[src/rtl/seq_det_pkg.sv]
// Shared helpers for the parametrised serial pattern detector: elaboration-time
// KMP next-state / border functions and the state-width helper.
package seq_det_pkg;

    localparam int SEQ_MAX_W = 16;
    typedef logic [SEQ_MAX_W-1:0] seq_pat_t;

    // Width of the match-progress state for a pattern of length w (holds 0..w-1).
    function automatic int seq_state_w(input int w);
        return (w <= 2) ? 1 : $clog2(w);
    endfunction

    // Longest prefix of the pattern that is a suffix of (first s pattern bits, b).
    // A result of w means the pattern just completed.
    function automatic int seq_next(input seq_pat_t pattern, input int w, input int s, input logic b);
        int   best;
        int   j;
        logic ok;
        logic t;
        best = 0;
        for (int k = 1; k <= s + 1; k++) begin
            if (k <= w) begin
                ok = 1'b1;
                for (int i = 0; i < k; i++) begin
                    j = s + 1 - k + i;
                    t = (j == s) ? b : pattern[w-1-j];
                    if (t != pattern[w-1-i]) ok = 1'b0;
                end
                if (ok) best = k;
            end
        end
        return best;
    endfunction

    // Longest proper prefix of the whole pattern that is also its suffix.
    function automatic int seq_border(input seq_pat_t pattern, input int w);
        int   best;
        logic ok;
        best = 0;
        for (int k = 1; k < w; k++) begin
            ok = 1'b1;
            for (int i = 0; i < k; i++)
                if (pattern[w-1-i] != pattern[k-1-i]) ok = 1'b0;
            if (ok) best = k;
        end
        return best;
    endfunction

endpackage

[src/rtl/seq_match_counter.sv]
// Saturating match counter; a clear in the same cycle as a match yields 1.
module seq_match_counter #(
    parameter int CNT_W = 8
) (
    input  logic             clk,
    input  logic             rst,
    input  logic             inc,
    input  logic             clr,
    output logic [CNT_W-1:0] cnt
);

    always_ff @(posedge clk or posedge rst) begin
        if (rst)
            cnt <= '0;
        else if (clr)
            cnt <= inc ? CNT_W'(1) : '0;
        else if (inc && cnt != {CNT_W{1'b1}})
            cnt <= cnt + 1'b1;
    end

endmodule

[src/rtl/seq_detector.sv]
// Parametrised serial pattern detector: KMP automaton built as a generated
// lookup table, Mealy or Moore match pulse, saturating match counter.
module seq_detector_param
    import seq_det_pkg::*;
#(
    parameter int           W       = 5,
    parameter logic [W-1:0] PATTERN = 5'b10110,
    parameter bit           OVERLAP = 1'b1,
    parameter bit           MOORE   = 1'b0,
    parameter int           CNT_W   = 8
) (
    input  logic             clk,
    input  logic             rst,
    input  logic             in_valid,
    input  logic             in_seq,
    input  logic             cnt_clr,
    output logic             out,
    output logic [CNT_W-1:0] match_cnt
);

    localparam int SW     = seq_state_w(W);
    localparam int BORDER = seq_border(seq_pat_t'(PATTERN), W);
    typedef logic [SW-1:0] state_t;

    logic [W-1:0][1:0][SW-1:0] nxt_lut;
    logic [W-1:0][1:0]         hit_lut;

    // A completed pattern never becomes a state; it restarts at the border or at 0.
    for (genvar gs = 0; gs < W; gs++) begin : g_state
        for (genvar gb = 0; gb < 2; gb++) begin : g_bit
            localparam int NX = seq_next(seq_pat_t'(PATTERN), W, gs, gb[0]);
            localparam int RS = (NX == W) ? (OVERLAP ? BORDER : 0) : NX;
            assign hit_lut[gs][gb] = (NX == W);
            assign nxt_lut[gs][gb] = SW'(RS);
        end
    end

    state_t s, s_nxt;
    logic   match;
    logic   out_q;

    always_ff @(posedge clk or posedge rst) begin
        if (rst) begin
            s     <= '0;
            out_q <= 1'b0;
        end else begin
            s     <= s_nxt;
            out_q <= match;
        end
    end

    always_comb begin
        s_nxt = s;
        if (in_valid) s_nxt = nxt_lut[s][in_seq];
    end

    always_comb begin
        match = in_valid & hit_lut[s][in_seq];
        out   = MOORE ? out_q : (match & ~rst);
    end

    seq_match_counter #(.CNT_W(CNT_W)) u_cnt (
        .clk (clk),
        .rst (rst),
        .inc (match),
        .clr (cnt_clr),
        .cnt (match_cnt)
    );

endmodule

[config.mk]
export PLATFORM = sky130hd
export DESIGN_NAME = seq_detector_param
export DESIGN_NICKNAME = d
export VERILOG_FILES = /design/src/rtl/seq_det_pkg.sv /design/src/rtl/seq_match_counter.sv /design/src/rtl/seq_detector.sv
export SDC_FILE = /design/constraint.sdc
export NUM_CORES = 1
export LEC_CHECK = 0
export ABC_AREA = 1
export BUFFER_PORTS_ARGS = -buffer_cell sky130_fd_sc_hd__buf_2
export CORE_MARGIN = 5
export CORE_UTILIZATION = 35
export CTS_CLUSTER_SIZE = 12
export DETAILED_ROUTE_END_ITERATION = 7
export PLACE_DENSITY_LB_ADDON = 0.08
export SLEW_MARGIN = 20
export SYNTH_ARGS = -nofsm -noshare
export SYNTH_HDL_FRONTEND = slang
export SYNTH_HIERARCHICAL = 1
export SYNTH_SLANG_ARGS = --single-unit
[constraint.sdc]
create_clock -name clk -period 1.6 [get_ports clk]
set_input_delay 0.08 -clock clk [delete_from_list [all_inputs] [get_ports clk]]
set_output_delay 0.08 -clock clk [all_outputs]
set_load 0.01 [all_outputs]
== Word level (Yosys, flattened, before mapping) ==
Memories as Yosys holds them, arrays and structs flattened.
Index checks and enable logic that the tools add are counted.
W data, S select, Z words.
Storage, ports and cells
  bits of input ports: 5
  bits in registers: 11
  bits in read-only memories: 64
  output and inout port bits: 9
  memories kept: 2
  word-level logic and storage cells: 22
Cells by class
  muxes and demuxes: 9
  magnitude comparators: 2
  bitwise operators: 3
  reduce and logical (&&, ||, !) cells: 2
  eq/ne operators: 1
  add/sub/neg operators: 1
Memory list
  (name not given): depth 8, bits a word 6, rd ports 1, clocked after Yosys merged registers in 0, write ports 0, RTL line seq_detector.sv:54  | if (in_valid) s_nxt = nxt_lut[s][in_seq];
  (name not given): depth 8, bits a word 2, rd ports 1, clocked after Yosys merged registers in 0, write ports 0, RTL line seq_detector.sv:58  | match = in_valid & hit_lut[s][in_seq];
Operators with widths (number)
  $mux W8: 2
  $add A8 B1 Y8 const B: 1
  $ne A8 B8 Y1 const B: 1
  $mux W3: 2
  $mux W6: 1
  $lt A3 B4 Y1 const B: 1
  $mux W1: 3
  $and A1 B1 Y1: 2
  $lt A1 B2 Y1 const B: 1
  $mux W2: 1
  $reduce_bool A2 Y1: 1
  $logic_and A1 B1 Y1: 1
  $not A1 Y1: 1

== Logic depth before layout (Yosys ltp) ==
Gate-level depths: netlist of the first run.
  word-level depth: 8
  gate-level depth with buffers: 9
  depth with buffers taken out: 9

== Cells and area by module ==
The synthesis of the first run kept the hierarchy.
Modules (own cells, without submodules)
  seq_match_counter: cells an instance 70, times used 1, area each 496.7 um^2, sequential area each 200.2 um^2
  seq_detector_param: cells an instance 23, times used 1, area each 161.4 um^2, sequential area each 75.1 um^2

== Least setup slack after synthesis of the first run ==
OpenSTA, ideal clock, no wires.
  kind: reg2reg
  from: reg u_cnt.cnt[0]
  to: reg u_cnt.cnt[7]
  required time: 1.482 ns
  library setup time: 0.118 ns
  arrival time: 1.155 ns
  path buffers: 0
  cell stages (with the launch flop): 10
  clock period less this slack: 1.273 ns
  slack: 0.327 ns
  path through: dfrtp_1 ha_1 nand2_1 nor2_1 nand2_2 nand2_2 nand2_4 clkinv_4 nand2_1 nand2_1
Between the ends
  longest elaborated chain between the ends: 3
  elaborated cells on any way between the ends: 6
  those cells by class: add/sub: 1; eq/ne: 1; mux: 2; reduce/logical: 2
Ends and longest elaborated chain
  from (decl): RTL line seq_match_counter.sv:9  | output logic [CNT_W-1:0] cnt
  from (signal assigned): RTL line seq_match_counter.sv:16  | cnt <= inc ? CNT_W'(1) : '0;
  from (signal assigned): RTL line seq_match_counter.sv:18  | cnt <= cnt + 1'b1;
  $add A8 B1 Y8 / $ne A8 B8 Y1 (equally long branches): RTL line seq_match_counter.sv:18, seq_match_counter.sv:17
  $mux W8 / $logic_and A1 B1 Y1 (equally long branches): RTL line seq_match_counter.sv:17  | else if (inc && cnt != {CNT_W{1'b1}})
  $mux W8 / $reduce_bool A2 Y1 (equally long branches)
Several ways; a longest one is shown, not always the timed one. The select of a mux whose other input is x is not followed.
A chain may end at the register's enable or synchronous reset.

== Worst setup path in the final report of the first run ==
  from: reg u_cnt.cnt[0]
  to: reg u_cnt.cnt[2]
The elaborated chain is that of the path after synthesis.

==> results of run 1 <==
[power breakdown]
group / total, uW / switching, uW / internal [uW]
clock network: 194 / 97.4 / 96.4
logic: 80.7 / 52.6 / 28.2
registers: 306 / 13.0 / 293
total: 580 / 163 / 417
[area by class of cell]
cell class / instances / area, um^2 / share of cell area, %
sequential: 11 / 275.3 / 34.81
tap: 25 / 31.28 / 3.956
inverter: 15 / 61.31 / 7.753
clock buffer: 4 / 26.28 / 3.323
timing repair buffer: 14 / 75.07 / 9.494
multi-input combinational: 67 / 321.6 / 40.66
[layer usage]
layer / share of wire (%) / global-route usage, %
met4: 0.82 / 3.830
met1: 50 / 16.07
met5: 0 / 0
met2: 42 / 19.18
met3: 7.0 / 3.944
[logic make-up (layout without fill, tap and decap cells)]
kind of cell    after synthesis  after routing  synth area share [%]
simple gates                 57             57                 38.78
flops                        11             11                 41.82
fa+ha+maj                     1              1                 1.901
buf+inv                      15             33                 9.314
xor+xnor                      1              1                 1.331
compound gates                8              8                 6.844
[cells in the final DEF (no fill, tap or decap), drive strengths merged]
cell type	instances
o21ai	3
nor2	10
ha	1
nand2	36
dlygate4sd3	1
a21oi	2
dfrtp	11
clkinv	2
nand4	2
inv	13
nor3	2
clkbuf	4
xor2	1
o21bai	1
buf	13
nand3	7
o22ai	2
[stage by stage]
stage          utilization (%)  power, uW  instances  worst slack [ns]  instance area (um^2)
3_5_place_dp             42.77      388.4        131            0.2676                 754.5
4_1_cts                  44.82      585.7        136            0.2501                 790.8
6_report                 44.82      580.1        136            0.2422                 790.8
5_1_grt                  44.82      616.2        136            0.1333                 790.8
2_1_floorplan                -      360.3         93            0.3270                 658.1
3_3_place_gp             42.77      389.1        131            0.2896                 754.5
[registers in the layout, summed over array words and instances (netlist names)]
register and cells:
s 3, u_cnt/cnt 8
[worst max path at each step]
| stage | slack, ns | depth (start not counted) | end |
|---|---|---|---|
| 3_5_place_dp | 0.27 | 9 | u_cnt/cnt[7]$_DFFE_PP0P_ |
| 2_1_floorplan | 0.33 | 9 | u_cnt/cnt[7]$_DFFE_PP0P_ |
| 6_report | 0.24 | 9 | u_cnt/cnt[2]$_DFFE_PP0P_ |
| 4_1_cts | 0.25 | 9 | u_cnt/cnt[2]$_DFFE_PP0P_ |
| 3_3_place_gp | 0.29 | 6 | u_cnt/cnt[7]$_DFFE_PP0P_ |
| 5_1_grt | 0.13 | 9 | u_cnt/cnt[3]$_DFFE_PP0P_ |
==> impl_metrics.json, run 1 <==
{
  "crit_top_cell": "nand2_1",
  "start_util_pct": 37.30,
  "finalHoldViolCount": 0,
  "crit_required_ns": 1.76,
  "critPathBufInv": 1,
  "path_cells": "ha_1 -> nand2_1 -> nor2_1 -> nand2_2 -> nand2_2 -> nand2_4 -> clkinv_4 -> nand2_1 -> nand2_1",
  "cts_resized": 0,
  "cts_tree": "done",
  "clock_latency_ns": 0.27,
  "core_mm2": 0.001764,
  "grt_usage_pct": 12.36,
  "tightest_slew_ns": 0.3626,
  "finClkSkew_ns": 0.007957,
  "reg2reg_to": "u_cnt/cnt[2]$_DFFE_PP0P_",
  "fillers": 198,
  "clk_pin_slew_ns": 0.08,
  "irDropWorstVdd_mv": 0.3718,
  "p_per_area_mw_per_mm2": 733.6,
  "synth.most_common_cell": "nand2_1",
  "syn_inst": 93,
  "drive_gt1_share_pct": 21.62,
  "grt_pass1_vias": 578,
  "holdBufCountCts": 1,
  "synth-edff-count": 0,
  "setup-tns-final_ns": 0,
  "syn_avg_cell_area_um2": 7.077,
  "cts_buffer_depth": 2,
  "grt_max_degree": 9,
  "maxCapViolCount": 0,
  "slowest_stage": "dfrtp_1",
  "first_pass_iters": 4,
  "synth.top_cells.by_count": "nand2_1, inv_1, dfrtp_1",
  "cp_top_family": "simple AND/OR/NAND/NOR gates",
  "fmax_ghz": 0.7365,
  "drt-total-wl_um": 1471,
  "chipHeight_um": 53.37,
  "yosys_most_used_dff": "dfrtp_1",
  "p_leak_uw": 0.0004288,
  "grt_overflow": 0,
  "place_hpwl_um": 1114,
  "worst_slew_margin_rel_pct": 75.74,
  "status": "complete, no violations",
  "ant_nets": 0,
  "slowest_delay_ns": 0.43,
  "maxSlewViolCount": 0,
  "ys_ff_latch": 11,
  "synth.top_cells.by_area": "dfrtp_1, nand2_1, inv_1",
  "critPathLaunchType": "flip-flop",
  "cts_buffers": 3,
  "yosys.area.top_type_share_pct": 41.83,
  "syn-num-nets": 99,
  "endpoint_kind": "flip-flop",
  "clkSinkCount": 11,
  "dieArea_mm2": 0.002848,
  "fin_crit_sh_pct": 84.86,
  "hold_start": "in_valid",
  "post-synth-top-area-cell": "dfrtp_1",
  "nets": 118,
  "rsz0062_at_grt": "no",
  "worstHoldPathType": "in -> reg",
  "holdPathStages": 2,
  "netlist_area_um2": 658.1,
  "root_buffer": "clkbuf_4",
  "fp.dieW_um": 53.37,
  "rows": 15,
  "yosys_warnings": 6,
  "gp_congestion": 0.7590,
  "post-route-min-period_ns": 1.358,
  "holdWs_ns": 0.1003,
  "io_pins": 14,
  "grt_pass1_wl_um": 2511,
  "diodes": 0,
  "h-tree-depth": 1,
  "drcViolationCount": 0,
  "ys_seq_area_share_pct": 41.83,
  "post_cts_buffers": 0,
  "r2r_cells": 9,
  "holdPathEnd": "s[2]$_DFFE_PP0P_",
  "synth-async-reset-ratio_pct": 100.0,
  "wire_per_inst_um": 10.82,
  "antenna_found_initial": 0,
  "r2r_start": "u_cnt/cnt[0]$_DFFE_PP0P_",
  "via_per_inst": 4.669,
  "crit_arrival_ns": 1.51,
  "cp_max_fo": 6,
  "io_buffers": 13,
  "synth.distinct_cells": 20,
  "drtIter0Drc": 17,
  "dr_total_vias": 635,
  "crit_type": "reg -> reg",
  "ff2ff_setup_slack_ns": 0.24,
  "syn_to_final_growth_pct": 20.15,
  "critPathLaunch": "u_cnt/cnt[0]$_DFFE_PP0P_",
  "final-setup-viol-count": 0
}
(Power assumes the default switching activity.)
==> inputs of run 2 (changes only) <==
clock period = 1.1 ns   (was 1.6 ns; I/O delays follow)
==> run 2 against run 1 <==
Compared with the run above:
- highest routed layer unchanged
- the flow now finishes with violations (setup timing)
- critical path depth unchanged
- utilization grew 7.4 points
- via count increased by 3.5%
- clock power is 42% higher
==> impl_metrics.json, run 2 (synthesized netlist as in run 1, its figures left out) <==
{
  "fmax_ghz": 0.7997,
  "top_usage_layer": "met2",
  "via_per_inst": 4.351,
  "drive_gt1_share_pct": 38.10,
  "seqPwrFrac_pct": 51.2,
  "finClkSkew_ns": 0.004993,
  "clk_pin_slew_ns": 0.07,
  "crit_top_cell": "nand2_2",
  "r2r_start": "u_cnt/cnt[1]$_DFFE_PP0P_",
  "instances_no_fill": 151,
  "critPathLaunch": "u_cnt/cnt[1]$_DFFE_PP0P_",
  "diodes": 0,
  "rows": 15,
  "power_switching_uw": 237.8,
  "cts_buffers": 3,
  "final-setup-viol-count": 9,
  "p_int_uw": 621.0,
  "drcViolationCount": 0,
  "chipHeight_um": 53.37,
  "slowest_stage": "dfrtp_1",
  "irDropWorstVdd_mv": 0.5486,
  "critPathBufInv": 1,
  "fillers": 199,
  "maxSlewViolCount": 0,
  "grt_max_degree": 9,
  "fin_crit_sh_pct": 113.7,
  "nets": 133,
  "place_ws_ns": -0.1442,
  "core_mm2": 0.001764,
  "dr_total_vias": 657,
  "dieArea_mm2": 0.002848,
  "crit_arrival_ns": 1.41,
  "mostFrequentLayoutCells": "nand2_1, buf_4, buf_2, inv_1, dfrtp_1",
  "met2_usage_pct": 21.22,
  "worstHoldPathType": "in -> reg",
  "clockPowerShare_pct": 32.1,
  "violations": "setup timing",
  "start_util_pct": 37.30,
  "largestRegisters": "u_cnt/cnt x8, s x3",
  "ant_nets": 0,
  "pwr-share-comb_pct": 16.6,
  "tightest_slew_ns": 0.3424,
  "place_area_um2": 859.6,
  "multi_input_area_um2": 339.1,
  "cts_buffer_depth": 2,
  "drtIter0Drc": 21,
  "clkSinkCount": 11,
  "p_per_area_mw_per_mm2": 931.3,
  "cp_top_family": "simple AND/OR/NAND/NOR gates",
  "first_pass_iters": 4,
  "crit_type": "reg -> reg",
  "antenna_found_initial": 0,
  "post-route-min-period_ns": 1.250,
  "status": "complete, but fails checks",
  "io_buffers": 13,
  "grt_pass1_vias": 613,
  "hold_start": "in_seq",
  "p_leak_uw": 0.0005138,
  "io_pins": 14,
  "use_met3_pct": 5.634,
  "cts_tree": "done",
  "root_buffer": "clkbuf_4",
  "clock_latency_ns": 0.27,
  "syn_to_final_growth_pct": 40.11,
  "worst_slew_margin_rel_pct": 77.15,
  "slowest_delay_ns": 0.39,
  "seqCellArea_um2": 275.3,
  "drt-total-wl_um": 1529,
  "crit_required_ns": 1.26,
  "critPathLaunchType": "flip-flop",
  "cp_max_fo": 6,
  "grt_util_met1_pct": 15.27,
  "endpoint_kind": "flip-flop",
  "grt_usage_pct": 12.84,
  "placed_cells": 144,
  "stdcell_area_um2": 922.1,
  "grt_pass1_wl_um": 2580,
  "h-tree-depth": 1,
  "fp.dieW_um": 53.37,
  "largest_reg_flops": 8,
  "worst_slack_ns": -0.1505,
  "gp_congestion": 0.8503,
  "rsz0062_at_grt": "yes",
  "place_hpwl_um": 1204,
  "largest-register": "u_cnt/cnt",
  "maxCapViolCount": 0,
  "swShare_pct": 27.69,
  "grt_overflow": 0,
  "total_power_uw": 858.7,
  "path_cells": "ha_2 -> nand2_2 -> nor2_2 -> nand2_2 -> nand2_2 -> nand2_4 -> clkinv_4 -> nand2_2 -> nand2_1",
  "finalHoldViolCount": 0,
  "final_common_cell": "nand2_1",
  "wire_per_inst_um": 10.13,
  "final_util_pct": 52.27
}
-- run 2: metrics by stage --
step / hold slack [ns] / TNS, ns
floorplan: -0.1914 / -0.9952
global placement: -0.04899 / -0.6773
detailed placement: -0.05183 / -0.8998
CTS: 0.08324 / -0.9377
global route: 0.08894 / -1.857
finish: 0.08703 / -1.017
-- run 2: worst paths after layout --
path / endpoint / slack [ns] / cells past startpoint
worst max-delay path: u_cnt/cnt[7]$_DFFE_PP0P_ / -0.15 / 9
worst min-delay path: s[1]$_DFFE_PP0P_ / 0.09 / 4
worst max register to register: u_cnt/cnt[7]$_DFFE_PP0P_ / -0.15 / 9
worst min register to register: s[2]$_DFFE_PP0P_ / 0.57 / 2
max in group asynchronous: u_cnt/cnt[6]$_DFFE_PP0P_ / 0.53 / 3
min in group asynchronous: s[2]$_DFFE_PP0P_ / 0.22 / 3
-- run 2: cell type report --
| cell class | instances | share of cell area [%] |
|---|---|---|
| clock inverters | 1 | 0.5427 |
| multi-input cells | 67 | 36.77 |
| well taps | 25 | 3.392 |
| clock buffers | 3 | 2.442 |
| flip-flops and latches | 11 | 29.85 |
| inverters | 15 | 6.649 |
| repair buffers | 29 | 20.35 |
-- run 2: metal layers --
metal	share of wire, %	vias up
met2	45	17
met4	0.59	0
met3	6.7	2
met5	0	-
met1	47	278
li1	-	360
-- run 2: repair_timing --
item | 4_1_cts | 5_1_grt
resized for setup | 4 | 1
pin swaps | 3 | 2
hold buffers | 1 | 0
endpoints found under the hold margin | 11 | 0
buffers inserted | 1 | 1
setup endpoints to repair | 9 | 9
-- run 2: power groups by stage --
stage	clock [uW]	sequential, uW	combinational [uW]
floorplan	0	451	73.1
global placement	0	447	138
detailed placement	0	448	138
CTS	291	440	145
global route	323	444	164
finish	276	440	143
-- run 2: worst reg2reg max path, cell delays in order (launching register included) --
cell and delay [ns]:
dfrtp_1 0.39, ha_2 0.20, nand2_2 0.08, nor2_2 0.05, nand2_2 0.06, nand2_2 0.06, nand2_4 0.11, clkinv_4 0.07
nand2_2 0.06, nand2_1 0.05
